**src/rtl/z80_bus_responder.sv**
```systemverilog
// Z80 bus target: memory cycles go to the arbiter over req/ack,
// ULA port 0xFE handled locally, ROM writes dropped.
module z80_bus_responder #(
    parameter logic [15:0] ROM_TOP     = 16'h3FFF,
    parameter int          ACK_TIMEOUT = 255
) (
    input  logic        clk,
    input  logic        reset_n,
    input  logic [15:0] cpu_addr,
    input  logic [7:0]  cpu_dout,
    output logic [7:0]  cpu_din,
    input  logic        mreq_n,
    input  logic        iorq_n,
    input  logic        rd_n,
    input  logic        wr_n,
    output logic        wait_n,
    output logic        mem_req,
    output logic        mem_we,
    output logic [15:0] mem_addr,
    output logic [7:0]  mem_wdata,
    input  logic        mem_ack,
    input  logic [7:0]  mem_rdata,
    output logic [7:0]  kbd_row,
    input  logic [4:0]  kbd_cols,
    input  logic        ear_in,
    output logic [2:0]  border,
    output logic        beeper,
    output logic        mic,
    output logic        timeout_err
);

    localparam int CW = $clog2(ACK_TIMEOUT + 1);

    typedef enum logic [1:0] {
        IDLE,
        MEM,
        HOLD
    } state_t;

    state_t        state;
    logic [CW-1:0] cnt;
    logic [CW-1:0] cnt_nxt;
    logic          strobe;
    logic          is_mem;
    logic          is_io;
    logic          is_wr;
    logic          rom_hit;
    logic          expire;

    assign strobe  = !rd_n || !wr_n;
    assign is_mem  = !mreq_n && iorq_n;
    assign is_io   = mreq_n && !iorq_n;
    assign is_wr   = !wr_n;
    assign rom_hit = cpu_addr <= ROM_TOP;
    assign cnt_nxt = cnt + 1'b1;
    assign expire  = cnt_nxt == CW'(ACK_TIMEOUT);

    // Bus FSM; every output is a register updated here.
    always_ff @(posedge clk or negedge reset_n) begin
        if (!reset_n) begin
            state       <= IDLE;
            cnt         <= '0;
            wait_n      <= 1'b1;
            mem_req     <= 1'b0;
            mem_we      <= 1'b0;
            mem_addr    <= 16'h0000;
            mem_wdata   <= 8'h00;
            cpu_din     <= 8'hFF;
            kbd_row     <= 8'hFF;
            border      <= 3'b000;
            beeper      <= 1'b0;
            mic         <= 1'b0;
            timeout_err <= 1'b0;
        end else begin
            unique case (state)
                IDLE: begin
                    if (strobe && (is_mem || is_io)) begin
                        if (is_mem && !(is_wr && rom_hit)) begin
                            state     <= MEM;
                            cnt       <= '0;
                            mem_req   <= 1'b1;
                            mem_we    <= is_wr;
                            mem_addr  <= cpu_addr;
                            mem_wdata <= cpu_dout;
                            wait_n    <= 1'b0;
                        end else begin
                            state <= HOLD;
                            if (is_io && !cpu_addr[0]) begin
                                if (is_wr) begin
                                    border <= cpu_dout[2:0];
                                    mic    <= cpu_dout[3];
                                    beeper <= cpu_dout[4];
                                end else begin
                                    cpu_din <= {1'b1, ear_in,
                                                1'b1, kbd_cols};
                                    kbd_row <= cpu_addr[15:8];
                                end
                            end else if (is_io && !is_wr) begin
                                cpu_din <= 8'hFF;
                            end
                        end
                    end
                end
                MEM: begin
                    if (mem_ack) begin
                        if (!mem_we) begin
                            cpu_din <= mem_rdata;
                        end
                        mem_req <= 1'b0;
                        wait_n  <= 1'b1;
                        state   <= HOLD;
                    end else if (expire) begin
                        mem_req     <= 1'b0;
                        wait_n      <= 1'b1;
                        timeout_err <= 1'b1;
                        cpu_din     <= 8'hFF;
                        state       <= HOLD;
                    end else begin
                        cnt <= cnt_nxt;
                    end
                end
                HOLD: begin
                    if (rd_n && wr_n) begin
                        state   <= IDLE;
                        kbd_row <= 8'hFF;
                    end
                end
                default: state <= IDLE;
            endcase
        end
    end

endmodule

```
**config.mk**
```make
export PLATFORM = sky130hd
export DESIGN_NAME = z80_bus_responder
export DESIGN_NICKNAME = d
export VERILOG_FILES = /design/src/rtl/z80_bus_responder.sv
export SDC_FILE = /design/constraint.sdc
export NUM_CORES = 1
export LEC_CHECK = 0
export ABC_AREA = 1
export CORE_MARGIN = 2
export CORE_UTILIZATION = 45
export DETAILED_ROUTE_END_ITERATION = 16
export GPL_ROUTABILITY_DRIVEN = 0
export PLACE_DENSITY_LB_ADDON = 0.05
export SKIP_LAST_GASP = 1
export SLEW_MARGIN = 20
export SYNTH_ARGS = -nofsm -noshare
export SYNTH_HDL_FRONTEND = slang
export SYNTH_SLANG_ARGS = --single-unit
```
**constraint.sdc**
```tcl
create_clock -name clk -period 2 [get_ports clk]
set_clock_uncertainty 0.1 [all_clocks]
set_input_delay 0.3 -clock clk [delete_from_list [all_inputs] [get_ports clk]]
set_output_delay 0.3 -clock clk [all_outputs]
set_load 0.01 [all_outputs]
```
Word-level counts from Yosys, hierarchy flattened

Cells that the tools add are included.

Logic and storage cells: 96
Register bits after elaboration: 59
Bits of input ports: 45

Add/subtract/negate cells: 1
Muxes and demuxes: 36
Equal/unequal tests: 15
Reduce and logical (&&, ||, !) cells: 27
Magnitude comparators: 1
Bitwise logic cells: 3

Operators by type and width:

| cell                                                             | number |
|---|---|
| two-way mux 8 bit                                                | 17 |
| one-hot mux 8 bit (2 select lines)                               | 3 |
| less-or-equal comparator 16 x 14 -> 1 bit, second input constant | 1 |
| inequality test 2 bit, second input constant                     | 8 |
| inequality test 3 bit, second input constant                     | 4 |
| two-way mux 2 bit                                                | 5 |
| AND reduction 5 bit                                              | 2 |
| AND reduction 3 bit                                              | 3 |
| adder 8 x 1 -> 8 bit, second input constant                      | 1 |
| == test 8 bit, second input constant                             | 1 |
| logical AND 1 bit                                                | 8 |
| two-way mux 1 bit                                                | 8 |
| AND reduction 7 bit                                              | 1 |
| logical NOT 1 bit                                                | 6 |
| one-hot mux 2 bit (3 select lines)                               | 1 |
| AND reduction 6 bit                                              | 1 |
| one-hot mux 1 bit (2 select lines)                               | 2 |
| AND reduction 4 bit                                              | 1 |
| nonzero test 2 bit                                               | 2 |
| NOT 1 bit                                                        | 3 |
| == test 2 x 1 -> 1 bit, second input constant                    | 1 |
| == test 2 bit, second input constant                             | 1 |
| logical NOT 2 bit                                                | 1 |
| logical OR 1 bit                                                 | 2 |

Longest topological paths before layout

Depth after elaboration: 8
Gate-level depth with buffers: 13

Least setup slack after synthesis

Ideal clock, no wire load.

Kind: reg-to-reg
From: register cnt[0]
To: register cnt[6]
Stages on the path, launching flop included: 13
Data required time: 1.783 ns
Period minus slack after synthesis: 1.743 ns
Path buffers: 1
Setup slack: 0.257 ns
Data arrival time: 1.526 ns
Cells stage by stage: dfrtp_1 > ha_1 > nand2_1 > nand2_1 > nor2_1 > nand3_1 > nor2_2 > nand2_2 > nand2_4 > nand2_4 > buf_6 > nand2_1 > o21ai_2

Cells in the longest elaborated chain, start to end: 4
Elaborated cells on any way between the ends: 7
Classes of those cells: add/sub: 1; eq/ne: 2; mux: 3; reduce/logical: 1

Ends and longest elaborated chain:

| element                                                                                           | RTL line | RTL |
|---|---|---|
| start: declaration                                                                                | 41       | `logic [CW-1:0] cnt;` |
| start signal: assignment                                                                          | 119      | `cnt <= cnt_nxt;` |
| adder 8 x 1 -> 8 bit *                                                                            | 55       | `assign cnt_nxt = cnt + 1'b1;` |
| == test 8 bit / two-way mux 8 bit (equally long branches)                                         | 56, 112  |  |
| inequality test 2 bit (no source line) / two-way mux 8 bit (equally long branches)                | --       |  |
| AND reduction 5 bit (no source line) / one-hot mux 8 bit (2 select lines) (equally long branches) | --       |  |

Mark *: on every way between the ends. The rest lies on a longest branch, timed or not. The select of a mux whose other input is x is not followed.
A chain may end at the register's enable or synchronous reset.

Worst setup path after layout

From: register cnt[1]
To: register cpu_din[5]

Cells in the longest elaborated chain, start to end: 4

Ends and longest elaborated chain:

| element                                | RTL line | RTL |
|---|---|---|
| adder 8 x 1 -> 8 bit                   | 55       |  |
| == test 8 bit                          | 56       | `assign expire = cnt_nxt == CW'(ACK_TIMEOUT);` |
| inequality test 3 bit (no source line) | --       |  |
| AND reduction 7 bit (no source line)   | --       |  |
| end signal: assignment                 | 94       | `cpu_din <= {1'b1, ear_in,` |
| end signal: assignment                 | 107      | `cpu_din <= mem_rdata;` |
| end: declaration                       | 11       | `output logic [7:0] cpu_din,` |

Every way passes these cells.

==> run metrics <==
Core Region between 5000 and 6000 sq um; Total GRT Usage 20.6%; leakage a little under 2 nW; highest clock rate 0.552 GHz; ANT nets after route 0; buffers and inverters on the worst path 3; Hold Path Class flop to flop; Die Y 82.9 um; Nets between 400 and 500; dpl hpwl around 4800 um; Crit path required time 2.17 ns; Clock Tree Buf Depth 2; Worst-path clk slew 0.06 ns; setup tns final 0 ns; Compound-Gate Fraction of Synth Area 12.2%; critical path cell sequence buf_4 > ha_1 > inv_1 > nor2_1 > nand3_1 > nor2_2 > nand2_2 > nand2_4 > buf_4 > nand3_1 > nand2_1; Worst Tran Pin Value 0.606 ns; hold path depth 2; dpl ws -0.102 ns; max-cap violation count 0; CP Launch Type flop; Clk Latency, worst-skew pair 0.33 ns; Layout Area Growth over Synthesis 48.9%; hold path start cpu_din[5]; # IOs 94; FILL cells 488; CTS tree yes; largest net degree at the start of global routing 60; CP peak stage delay between 0.4 and 0.5 ns; met3 routed WL 378 um; H-tree depth 3; Reg2Reg Depth 11; Vias 2570; Final min period 1.81 ns; leading area contributor after synthesis dfrtp_1; largest family of logic cells by synthesized area simple AND/OR/NAND/NOR gates; Synth cell types 29; cts bufs inserted 9; PortBufs 93; VDD IR max ~0.84 mV; initial DRC count 86; crit path kind flop to flop; initial antenna violation count 0; slowest CP cell dfrtp_1; kind of cell adding the most delay to the critical path simple AND/OR/NAND/NOR gates; worst hold path endpoint cpu_din[5]; XOR/XNOR share of the synthesized area 0%; Syn Nets approximately 400; Final Hold Vio Count 0; fin area around 4200 sq um; RR Endpoint cpu_din[5]; Met1 Wirelength about 3000 um; DRC 0; crit end category flop; R2R setup slack ~0.19 ns; Post-Syn Instances ~340; Final period util 90.6%; commonest non-fill, non-tap cell in the layout clkdlybuf4s50_1; metal2 WL 3090 um; Arr. time, crit path 1.98 ns; vias in the first global route 2602; layout cells sized above 1 roughly 15%; max-slew violations 0; Post-DP Area 3900 sq um; First-pass DRT Iterations 4; CP Max Fanout 8; clk sinks 59; first-pass GRT wire length ~12000 um; Seq/Total Area, Yosys 53.4%; simple-gate area share of the yosys netlist between 20% and 30%; Slew HR 59.5%; most frequent cells in the layout clkdlybuf4s50_1 (92), nand2_1 (87), inv_1 (47), dfrtp_1 (41), nor2_1 (31); WL/cell between 10 and 15 um; # rows 28; synthesized area ~2800 sq um; power density cells 1390 nW/um^2; highest routed layer met4; RR Startpoint cnt[1]; Post-Synth Adder-Cell Area 1.79%; Warnings, synthesis 0; synthesized flop and latch total 59; multiplexer share of the synthesized area 0%; setup violators final 0; share of the synthesized area in the top cell type 37.5%; Die ar. 6880 sq um; Starting Density 47.1%; largest cells by area after synthesis dfrtp_1 (38%), dfstp_2 (16%), nand2_1 (12%); Vias/cell 4.85; Mapped Avg Cell Area 8.22 sq um; routed wire length between 6000 and 7000 um; Clock Tree Root clkbuf_8; grt total ovfl 0; outcome finished clean; RSZ-0062 raised after global routing false; die extent in x 82.9 um; final worst slack 0.189 ns; # diodes 0
worst register-to-register path: cells and delay by family, from the launching register on:
kind,cells,cell delay [ns]
adder cells (fa/ha/maj),1,0.15
buffers and inverters,3,0.38
AND/OR/NAND/NOR,7,0.72
flip-flops,1,0.41
layout make-up:
cell class              count  area, sq um  share of cell area, %
multi-input cells         224         1100                   26.3
inverters                  49          184                   4.41
flip-flops and latches     59         1500                   35.9
clock inverters             5         75.1                   1.80
clock buffers              11          151                   3.63
repair buffers            107         1070                   25.7
well taps                  75         93.8                   2.25
state kept, by name (all words and copies together), names as in the netlist, 2 cells and up:
register,count
kbd_row,8
cnt,8
mem_wdata,8
mem_addr,16
border,3
cpu_din,8
state,2
cell usage after synthesis:
master / instances
dfrtp_1: 42
nand2_2: 1
dfstp_2: 17
nor2_1: 31
o21ai_1: 13
clkbuf_1: 6
nand4_1: 3
nor2_2: 3
nand3b_1: 1
inv_2: 1
a21oi_1: 11
o31ai_2: 1
nor2_4: 1
a31oi_1: 1
o21ai_0: 30
buf_6: 1
nor4_1: 1
nand3_2: 2
nand3_1: 19
buf_2: 1
nand2_1: 88
buf_4: 1
ha_1: 4
clkinv_1: 1
o21ai_2: 5
a31o_2: 1
nor3_1: 6
nand2_4: 2
inv_1: 47
worst max-delay path by stage:
stage           start         end  slack (ns)  cells after the start
4_1_cts        cnt[0]  cpu_din[4]        0.05                     12
3_3_place_gp   mreq_n  cpu_din[3]       -0.04                      9
2_1_floorplan  cnt[0]      cnt[6]        0.26                     12
3_5_place_dp   mreq_n  cpu_din[4]       -0.10                      9
5_1_grt        cnt[1]  cpu_din[0]        0.03                     12
6_report       cnt[1]  cpu_din[5]        0.19                     11
through the flow:
stage	instances	power (mW)	hold slack (ns)	utilization [%]
after floorplan	341	3.26	-0.0956	-
after global placement	512	4.50	0.232	65.5
after detailed placement	512	4.58	0.229	65.5
after CTS	529	5.82	0.365	69.5
after global routing	530	6.22	0.381	70.1
final	530	5.79	0.365	70.1
where the power goes:
part / switching (mW) / internal [mW] / total [mW]
Combinational: 1.10 / 1.27 / 2.36
Clock: 0.457 / 0.763 / 1.22
Sequential: 0.339 / 1.87 / 2.21
Total: 1.89 / 3.90 / 5.79
logic make-up after synthesis:
kind of cell | Yosys count
compound gates | 62
fa+ha+maj | 4
buf+inv | 58
flops | 59
simple gates | 158
repair_timing:
item / CTS / global route
gates resized for setup: 0 / 5
endpoints found under the setup margin: 0 / 19
setup buffers: 0 / 1
hold buffers: 1 / 0
hold endpoints to repair: 42 / 0
metal layers:
| metal | track usage (%) | vias to the layer above |
|---|---|---|
| li1 | - | 1307 |
| met3 | 6.86 | 10 |
| met2 | 33.8 | 77 |
| met1 | 25.4 | 1176 |
| met5 | 0 | - |
| met4 | 7.75 | 0 |
Power figures use the tool's default switching activity.
==> RTL edit, RTL diff (config.mk and constraints unchanged) <==
Register the output `timeout_err` once more; this adds one clock of latency there. The other outputs are not delayed to match.
--- a/src/rtl/z80_bus_responder.sv
+++ b/src/rtl/z80_bus_responder.sv
@@ -39,2 +39,4 @@
 
+    logic timeout_err_s0;
+
     state_t        state;
@@ -72,3 +74,3 @@
             mic         <= 1'b0;
-            timeout_err <= 1'b0;
+            timeout_err_s0 <= 1'b0;
         end else begin
@@ -114,3 +116,3 @@
                         wait_n      <= 1'b1;
-                        timeout_err <= 1'b1;
+                        timeout_err_s0 <= 1'b1;
                         cpu_din     <= 8'hFF;
@@ -132,2 +134,6 @@
 
+    always_ff @(posedge clk) begin
+        timeout_err <= timeout_err_s0;
+    end
+
 endmodule
Behaviour: no difference found for any inputs over 10 cycles, from zero or initial values and one cycle with reset_n low; that may be too few to reach the edited logic, so the function may still have changed.
==> RTL edit against the unedited design <==
Non-clock buffer count up 6. Wire length up 1.6%. Synthesized cell count up 0.29%. Area after synthesis up 0.71%. Via count up 2.3%. Worst setup slack worse by 90 ps. Total power about the same. Critical path depth unchanged. Combinational power about the same. Largest cell class unchanged. Sequential cell count up 1. Design area up 1.1%. Critical path type unchanged. Global-route usage down 0.82 points.
==> RTL edit: results (changes against the unedited design) <==
Layout cell share with drive strength beyond 1 - 15.58% (+0.86 points)
CP Data Arrival Time - 2030 ps (+50 ps)
Seq/Total Area, Yosys - 53.77% (+0.33 points)
Worst Hold Path EP - timeout_err
Largest register FFs - 16 (unchanged)
Post-Place Worst Slack - -71.17 ps (+30.57 ps)
Fin cells - 537 (+1.3%)
LEAKAGE - 2.001 nW (+1.4%)
Hold path start - timeout_err_s0
Post-synth top flop - dfrtp_1
Hold-critical path depth - 0 (-2)
Initial DRC count - 123 (+43%)
Status - complete, no violations
Number of global-route vias before repair - 2517 (-3.3%)
Worst path slowest cell - dfrtp_2
Mapped Nets - 391 (+0.26%)
WL met3 - 488 um (+29%)
Met2 WL post-DR - 3157 um (+2.2%)
Num CTS Buffers - 9 (unchanged)
Register share of total power - 38.5% (+0.4 points)
Synth async-reset ratio - 98.33% (-1.7 points)
Pwr Total - 5.791 mW (about the same)
Int Pwr - 3.895 mW (about the same)
Initial antenna violation count - 0 (unchanged)
Fmax - 0.5259 GHz (-4.8%)
Power share of the clock group - 20.7% (-0.4 points)
CP max FO - 16 (+8)
Synth Warn # - 0 (unchanged)
Final nets - 506 (+1.4%)
WL met1 - 2992 um (-0.60%)
Register area - 0.001519 mm^2 (+1.3%)
Max VDD drop - 0.0008211 V (-1.9%)
Max-cap viol count - 0 (unchanged)
Total track usage - 19.83% (-0.82 points)
Netlist cell types - 30 (+3.4%)
Worst-Margin Slew - 577.0 ps (-28.61 ps)
Reg2Reg Depth - 11 (unchanged)
Worst stage delay on the critical path - 430 ps (+20 ps)
Fill cell count - 476 (-2.5%)
# placed instances - 516 (+0.78%)
Most common library cells after synthesis - nand2_1 (88), inv_1 (47), dfrtp_1 (42)
Mean Syn Cell Area - 8.254 um^2 (+0.42%)
Post-DP Area - 0.003946 mm^2 (+1.1%)
Top cells by area, synth - dfrtp_1 (37%), dfstp_2 (16%), nand2_1 (12%), inv_1 (6.3%), o21ai_0 (5.3%)
Worst R2R Setup Slack - 100 ps (-90 ps)
Vias/cell - 4.896 (+0.96%)
Setup crit end - cnt[7]
Routed len/inst - 12.45 um (+0.26%)
Crit-path leading delay family - simple AND/OR/NAND/NOR gates
Post-DP HPWL - 4678 um (-2.5%)
Hold Slack - 272.8 ps (-91.87 ps)
Worst skew pair latency - 340 ps
H-tree levels - 3 (unchanged)
Highest metal used - met4
Hold Crit Class - flop to flop
CP startpoint - cnt[0]
Top reg by flops - mem_addr
First-pass GRT wire length - 11270 um (-3.5%)
[RTL edit: layout make-up]
cell class	count	area share, %
Clock buffer	11	3.352
Clock inverter	5	1.780
Inverter	49	4.361
Multi-Input combinational cell	224	25.81
Sequential cell	60	36.01
Tap cell	75	2.225
Timing Repair Buffer	113	26.46
[RTL edit: per-layer routing]
layer	vias to the layer above	track usage, %
met5	-	0
met4	0	7.004
met3	6	6.759
met2	99	31.82
met1	1209	24.98
li1	1315	-
[RTL edit: logic make-up after synthesis]
logic type | Yosys count | synth area share [%]
fa+ha+maj | 4 | 1.773
simple gates | 158 | 24.20
buf+inv | 58 | 8.156
flops | 60 | 53.77
compound gates | 62 | 12.10
[RTL edit: timing repair]
action,CTS,global route
hold buffers,1,0
buffers inserted,0,4
setup endpoints to repair,8,19
pin swaps,0,1
resized for setup,1,3
hold endpoints to repair,42,0
